File: config.mk
export PLATFORM = sky130hd
export DESIGN_NAME = ysyx_23060096_ifu
export DESIGN_NICKNAME = d
export VERILOG_FILES = /design/src/rtl/ysyx_23060096_ifu.sv
export SDC_FILE = /design/constraint.sdc
export NUM_CORES = 1
export LEC_CHECK = 0
export CORE_MARGIN = 5
export CORE_UTILIZATION = 27
export CTS_BUF_LIST = sky130_fd_sc_hd__clkbuf_8
export CTS_CLUSTER_DIAMETER = 50
export DETAILED_ROUTE_END_ITERATION = 7
export PLACE_DENSITY = 0.62
export SYNTH_ARGS = -nofsm -noshare
export SYNTH_HDL_FRONTEND = slang
export SYNTH_SLANG_ARGS = --single-unit
File: constraint.sdc
create_clock -name clk -period 4.4 [get_ports clk]
set_input_delay 1.1 -clock clk [delete_from_list [all_inputs] [get_ports clk]]
set_output_delay 1.1 -clock clk [all_outputs]
set_load 0.03 [all_outputs]
File: src/rtl/ysyx_23060096_ifu.sv
// Single-outstanding instruction fetch: REQ -> WAIT -> HOLD, minimum 3 cycles per instruction.
// Request is held until accepted; the instruction is held until the datapath commits it; halt stops for good.
module ysyx_23060096_ifu #(
  parameter int                ADDR_W   = 32,
  parameter logic [ADDR_W-1:0] RESET_PC = 32'h8000_0000
) (
  input  logic              clk,
  input  logic              rst,
  output logic              imem_req_valid,
  input  logic              imem_req_ready,
  output logic [ADDR_W-1:0] imem_req_addr,
  input  logic              imem_resp_valid,
  input  logic [31:0]       imem_resp_data,
  output logic              inst_valid,
  output logic [31:0]       inst,
  output logic [ADDR_W-1:0] pc,
  input  logic              inst_ready,
  input  logic [ADDR_W-1:0] next_pc,
  input  logic              halt,
  output logic [31:0]       fetch_cnt
);

  typedef enum logic [2:0] {
    S_IDLE,
    S_REQ,
    S_WAIT,
    S_HOLD,
    S_HALT
  } state_t;

  state_t state;

  assign imem_req_valid = (state == S_REQ);
  assign inst_valid     = (state == S_HOLD);
  assign imem_req_addr  = pc;

  always_ff @(posedge clk or posedge rst) begin
    if (rst) begin
      state     <= S_IDLE;
      pc        <= RESET_PC;
      inst      <= '0;
      fetch_cnt <= '0;
    end else begin
      case (state)
        S_IDLE: state <= S_REQ;
        S_REQ: begin
          if (imem_req_ready) state <= S_WAIT;
        end
        S_WAIT: begin
          if (imem_resp_valid) begin
            inst  <= imem_resp_data;
            state <= S_HOLD;
          end
        end
        S_HOLD: begin
          if (inst_ready) begin
            fetch_cnt <= fetch_cnt + 32'd1;
            if (halt) begin
              state <= S_HALT;
            end else begin
              // Fetch addresses are always word aligned.
              pc    <= next_pc & ~ADDR_W'(3);
              state <= S_REQ;
            end
          end
        end
        S_HALT: state <= S_HALT;
        default: state <= S_IDLE;
      endcase
    end
  end

endmodule
==> impl_metrics.yaml, run 1 <==
run_status:
  run_status: "finished clean"
die:
  core_area_sq_um: 15800
  floorplan.initialDensity_pct: 27.5
  die_area_sq_um: 18700
  floorplan.die.height_microns: 137
  rows: 46
  num_io_pins: 200
  die_w_microns: 137
cts:
  post_cts_resized: 0
  htreeDepth: 3
  clk-insertion-delay-late_ns: 0.37
  post-cts-setup-buffers: 0
  tritoncts_num_sinks: 97
  clock_tree_from_tritoncts: "yes"
  clock_buffers_created_by_tritoncts: 9
  clk_transition_reported_paths_ns: 0.10
  post_cts_hold_buffer_count: 0
  clock-root-buffer: "clkbuf_8"
  cts_buffer_depth: 2
logic_synthesis:
  synthSimpleGateAreaFrac_pct: 11.6
  top_cell_types_by_occurrence_after_synthesis: "dfrtp_1, mux2_2, buf_4"
  synthTopCellsByArea: "dfrtp_1, mux2_2, buf_4"
  syn-cell-area_sq_um: 4350
  ys_warn_count: 0
  postSynth.topFlopCell: "dfrtp_1"
  yosys_register_bits: 97
  muxShareOfSynthArea_pct: 16.5
  post-synth-top-area-cell: "dfrtp_1"
  synth_fa_ha_area_share_pct: 0.288
  ys_seq_area_share_pct: 55.9
  synth.distinct_cells: 40
  synth_area_per_cell_sq_um: 13.5
  synth_top_family_by_area: "multiplexers"
  cell_count_after_synthesis: 322
  synth-compound-area-share_pct: 0.806
  synth_most_common_cell: "dfrtp_1"
  postSynth.asyncResetShare_pct: 100
  synth_enable_flop_cells: 0
  synth_xor_xnor_area_share_pct: 6.24
  synth_top_area_share_pct: 55.3
routing:
  detailroute.via_count: 2999
  drtPass1Iterations: 4
  routedWlPerCell_microns: 15.5
  drt-initial-drc-count: 103
  routed_wl_microns: 11000
  via_per_inst: 4.25
  antenna_violating_nets_post_route: 0
  drcViolationCount: 0
finish:
  nFillCells: 1484
  multiInputGateArea_sq_um: 1580
  num-nets-final: 556
  fin_util_pct: 40.7
  n_antenna_cell: 0
  sequential_cell_area_sq_um: 2430
  post_route_cells_drive_above_1_share_pct: 19.4
  syn_to_final_growth_pct: 48.1
setup_path:
  criticalPathCategory: "reg2out"
  worstPathMaxFanout: 10
  rr_startpoint: "state[0]$_DFFE_PP0P_"
  timing.critical_path.from: "state[0]$_DFFE_PP0P_"
  worstRegToRegCells: 4
  reg2reg_setup_slack_ns: 2.07
  critical_path.reg2reg.endpoint: "fetch_cnt[28]$_DFFE_PP0P_"
  startpoint_class_of_the_critical_path: "flop"
  arrival_worst_endpoint_ns: 1.99
  worstSetupEndpoint: "imem_req_valid"
  timing.critical_path.to_type: "output pin"
  required_ns: 3.30
placement:
  place_worst_setup_slack_ns: 0.963
  place_congestion: 0.728
  port_buffers: 193
  dp_hpwl_microns: 8170
pwr:
  power.density_cell_area_nw_per_um2: 686
  power.leakage_nw: 2.75
  maximum_vdd_ir_drop_v: 0.000256
timing:
  layout_min_cycle_time_ns: 3.09
  rsz_0062_raised_after_global_routing: "no"
  setup_viol_count_final: 0
  post-route-period-util_pct: 70.2
  final_critical_path_setup_slack_ns: 1.31
  achievable-frequency_mhz: 324
  finalClockSkew_ns: 0.0130
  fin_setup_tns_ns: 0
  slew_headroom_pct: 58.3
  worst_pin_slew_ns: 0.626
  drv_slew: 0
  timing.final.hold_violations: 0
global_route:
  grt_start_max_net_pins: 50
  overflow: 0
  grt_pass1_wl_microns: 17500
  grtUsageTotal_pct: 12.0
  first_global_vias: 3308
  number_of_antenna_violations_at_the_first_check_in_global_routing: 0
hold_path:
  hp-class: "reg2reg"
  min-delay-start: "fetch_cnt[31]$_DFFE_PP0P_"
run:
  max_cap_viol_count: 0
==> layer usage <==
metal	global-route usage, %	vias to the layer above	share of wire [%]
met4	3.55	0	0.86
li1	-	1392	-
met1	13.9	1496	40
met3	3.82	7	7.1
met2	21.1	104	52
met5	0	-	0
==> worst max-delay path, cell delays in order, from the launching register on <==
cell and delay, ns:
dfrtp_1 0.55, nor3b_1 0.31, clkdlybuf4s50_1 0.76
==> final cells by class <==
type	instances	area share, %
inverter	6	0.389
clock buffer	10	2.14
timing repair buffer	197	30.5
sequential	97	37.7
clock inverter	6	0.544
multi-input combinational	174	24.5
tap	216	4.20
==> through the flow <==
step	cells	power, W	cell area [sq um]	hold slack, ns
after floorplan	325	0.00302	4360	0.508
after global placement	690	0.00389	6270	0.459
after detailed placement	690	0.00394	6270	0.459
after CTS	706	0.00448	6440	0.475
after global routing	706	0.00464	6440	0.505
final	706	0.00442	6440	0.470
==> logic make-up after synthesis <==
family	Yosys count
AND/OR/NAND/NOR	69
AO/OA/AOI/OAI	5
multiplexers	64
adder cells (fa/ha/maj)	1
flip-flops	97
buffers and inverters	54
other	1
XOR/XNOR	31
==> how the worst min path moves through the flow <==
stage	end	slack, ns	cells past startpoint
floorplan	state[1]$_DFFE_PP0P_	0.51	1
global placement	fetch_cnt[31]$_DFFE_PP0P_	0.46	1
detailed placement	fetch_cnt[31]$_DFFE_PP0P_	0.46	1
CTS	fetch_cnt[31]$_DFFE_PP0P_	0.48	1
global route	fetch_cnt[31]$_DFFE_PP0P_	0.50	1
finish	fetch_cnt[31]$_DFFE_PP0P_	0.47	1
==> flip-flops by register name, indices dropped and copies added (netlist names) <==
register	flops
fetch_cnt	32
inst	32
imem_req_addr	30
state	3
==> report_power, final <==
| part | internal (W) | leakage [nW] | switching [W] | total [W] |
|---|---|---|---|---|
| Combinational | 0.00111 | 1.44 | 0.00132 | 0.00243 |
| Clock | 0.000219 | 0.0990 | 0.000313 | 0.000532 |
| Sequential | 0.00121 | 1.21 | 0.000237 | 0.00145 |
==> layout by cell type (no fill, tap or decap), types with 4 or more instances in the layout <==
cell type / count
xor2_1: 21
inv_1: 7
xnor2_1: 10
nand3_1: 9
buf_4: 4
and4_1: 5
nor3_1: 8
nor2_1: 7
mux2_2: 62
conb_1: 4
clkbuf_8: 10
dfrtp_1: 96
clkdlybuf4s50_1: 193
nand2_1: 10
(Power assumes the default switching activity.)
==> run 2, diff against run 1 <==
- clock period: 4.4 -> 2.9 ns (I/O delays scaled with it)
==> run 2 against run 1 <==
  * Sequential power is 52% higher
  * Critical path depth is 1 higher
  * Via count is 0.93% higher
  * Register-to-register slack worse by 1.1 ns
  * Power is 58% higher
  * Critical endpoint is now inst_valid
  * Highest routed layer unchanged
==> impl_metrics.yaml, run 2 (synthesis gave the netlist of run 1 again) <==
timing:
  layout_min_cycle_time_ns: 2.63
  worst_pin_slew_ns: 0.531
  rsz_0062_raised_after_global_routing: "no"
  fin_setup_tns_ns: 0
  achievable-frequency_mhz: 380
  post-route-period-util_pct: 90.7
  final.hold.worst_slack_ns: 0.484
  slew_headroom_pct: 64.6
  timing.final.hold_violations: 0
  drv_slew: 0
  finalClockSkew_ns: 0.0107
  setup_viol_count_final: 0
  final_critical_path_setup_slack_ns: 0.268
pwr:
  power.share.sequential_pct: 31.6
  clock_power_share_pct: 15.2
  switching_share_pct: 41.0
  switchingPower_w: 0.00286
  power.density_cell_area_nw_per_um2: 1060
  internal-power_w: 0.00412
  overall_power_after_layout_w: 0.00697
  maximum_vdd_ir_drop_v: 0.000419
  comb_power_share_pct: 53.2
  power.leakage_nw: 2.78
die:
  die_area_sq_um: 18700
  floorplan.die.height_microns: 137
  floorplan.initialDensity_pct: 27.5
  die_w_microns: 137
  core_area_sq_um: 15800
  num_io_pins: 200
  rows: 46
setup_path:
  critical-path-max-stage-delay_ns: 0.74
  timing.critical_path.to_type: "output pin"
  critical_path.reg2reg.endpoint: "fetch_cnt[21]$_DFFE_PP0P_"
  rr_startpoint: "state[0]$_DFFE_PP0P_"
  arrival_worst_endpoint_ns: 1.91
  worstPathMaxFanout: 10
  worst_path_max_delay_cell: "clkdlybuf4s50_1"
  reg2reg_setup_slack_ns: 0.95
  startpoint_class_of_the_critical_path: "flop"
  worstRegToRegCells: 4
  crit_path_cell_trace: "nand2_1 -> nor2_1 -> clkdlybuf4s50_1"
  criticalPathCategory: "reg2out"
  required_ns: 2.17
cts:
  tritoncts_num_sinks: 97
  cts_buffer_depth: 2
  htreeDepth: 3
  clk-insertion-delay-late_ns: 0.36
  post_cts_resized: 0
  post_cts_hold_buffer_count: 0
  clock-root-buffer: "clkbuf_8"
  clock_buffers_created_by_tritoncts: 9
  clock_tree_from_tritoncts: "yes"
  post-cts-setup-buffers: 0
  clk_transition_reported_paths_ns: 0.09
finish:
  layout_commonest_cell: "clkdlybuf4s50_1"
  final_cell_mix: "clkdlybuf4s50_1, dfrtp_1, mux2_2, xor2_1"
  num-nets-final: 557
  post_route_cells_drive_above_1_share_pct: 20.0
  syn_to_final_growth_pct: 50.6
  n_antenna_cell: 0
hold_path:
  hp-class: "reg2reg"
  min-delay-start: "fetch_cnt[31]$_DFFE_PP0P_"
  hold_depth: 1
  hold_path_end: "fetch_cnt[31]$_DFFE_PP0P_"
routing:
  drt-initial-drc-count: 50
  via_per_inst: 4.28
  detailroute.via_count: 3027
  routed_wl_microns: 10800
  routedWlPerCell_microns: 15.3
  antenna_violating_nets_post_route: 0
  drtPass1Iterations: 4
  drcViolationCount: 0
global_route:
  overflow: 0
  first_global_vias: 3167
  number_of_antenna_violations_at_the_first_check_in_global_routing: 0
  grt_start_max_net_pins: 98
  grt_pass1_wl_microns: 17000
  grtUsageTotal_pct: 11.7
placement:
  place_congestion: 0.720
  dp_hpwl_microns: 8000
  port_buffers: 193
  place_worst_setup_slack_ns: 0.229
run_status:
  run_status: "finished clean"
run:
  max_cap_viol_count: 0
-- run 2: how the worst max path moves through the flow --
stage	from	to
2_1_floorplan	state[1]$_DFFE_PP0P_	imem_req_valid
4_1_cts	state[0]$_DFFE_PP0P_	inst_valid
3_5_place_dp	inst_ready	fetch_cnt[21]$_DFFE_PP0P_
3_3_place_gp	inst_ready	fetch_cnt[21]$_DFFE_PP0P_
5_1_grt	state[0]$_DFFE_PP0P_	inst_valid
6_report	state[0]$_DFFE_PP0P_	inst_valid
-- run 2: final cells by class --
type                    count  area, sq um
repair buffers            198         2010
well taps                 216          270
multi-input cells         174         1580
flip-flops and latches     97         2430
fillers                  1487         9280
clock buffers               9          124
clock inverters             7          116
inverters                   6         26.3
-- run 2: through the flow --
| step | instances | util [%] | area [sq um] |
|---|---|---|---|
| floorplan | 325 | - | 4360 |
| global placement | 691 | 39.8 | 6310 |
| detailed placement | 691 | 39.8 | 6310 |
| CTS | 707 | 41.4 | 6550 |
| global route | 707 | 41.4 | 6550 |
| finish | 707 | 41.4 | 6550 |
-- run 2: power groups by stage --
stage	logic (W)	clock network (W)	registers [W]
2_1_floorplan	0.00150	0	0.00308
3_3_place_gp	0.00372	0	0.00220
3_5_place_dp	0.00375	0	0.00224
4_1_cts	0.00376	0.00112	0.00221
5_1_grt	0.00387	0.00117	0.00228
6_report	0.00371	0.00106	0.00220
-- run 2: metal layers --
metal | wire, microns | track usage [%] | part of all wire (%)
met1 | 4260 | 13.7 | 40
met2 | 5320 | 19.7 | 49
met3 | 1000 | 3.97 | 9.3
met4 | 192 | 4.55 | 1.8
met5 | 0 | 0 | 0
-- run 2: worst max-delay path, delay by kind of cell, from the launching register on --
kind	cells	cell delay [ns]
DFF	1	0.54
and+or+nand+nor	2	0.27
buffers and inverters	1	0.74
==> run 3, diff against run 2 <==
- GPL_ROUTABILITY_DRIVEN: not set -> 0
==> results of run 3 <==
Final layout, timing and power as in run 2 (identical DEF).
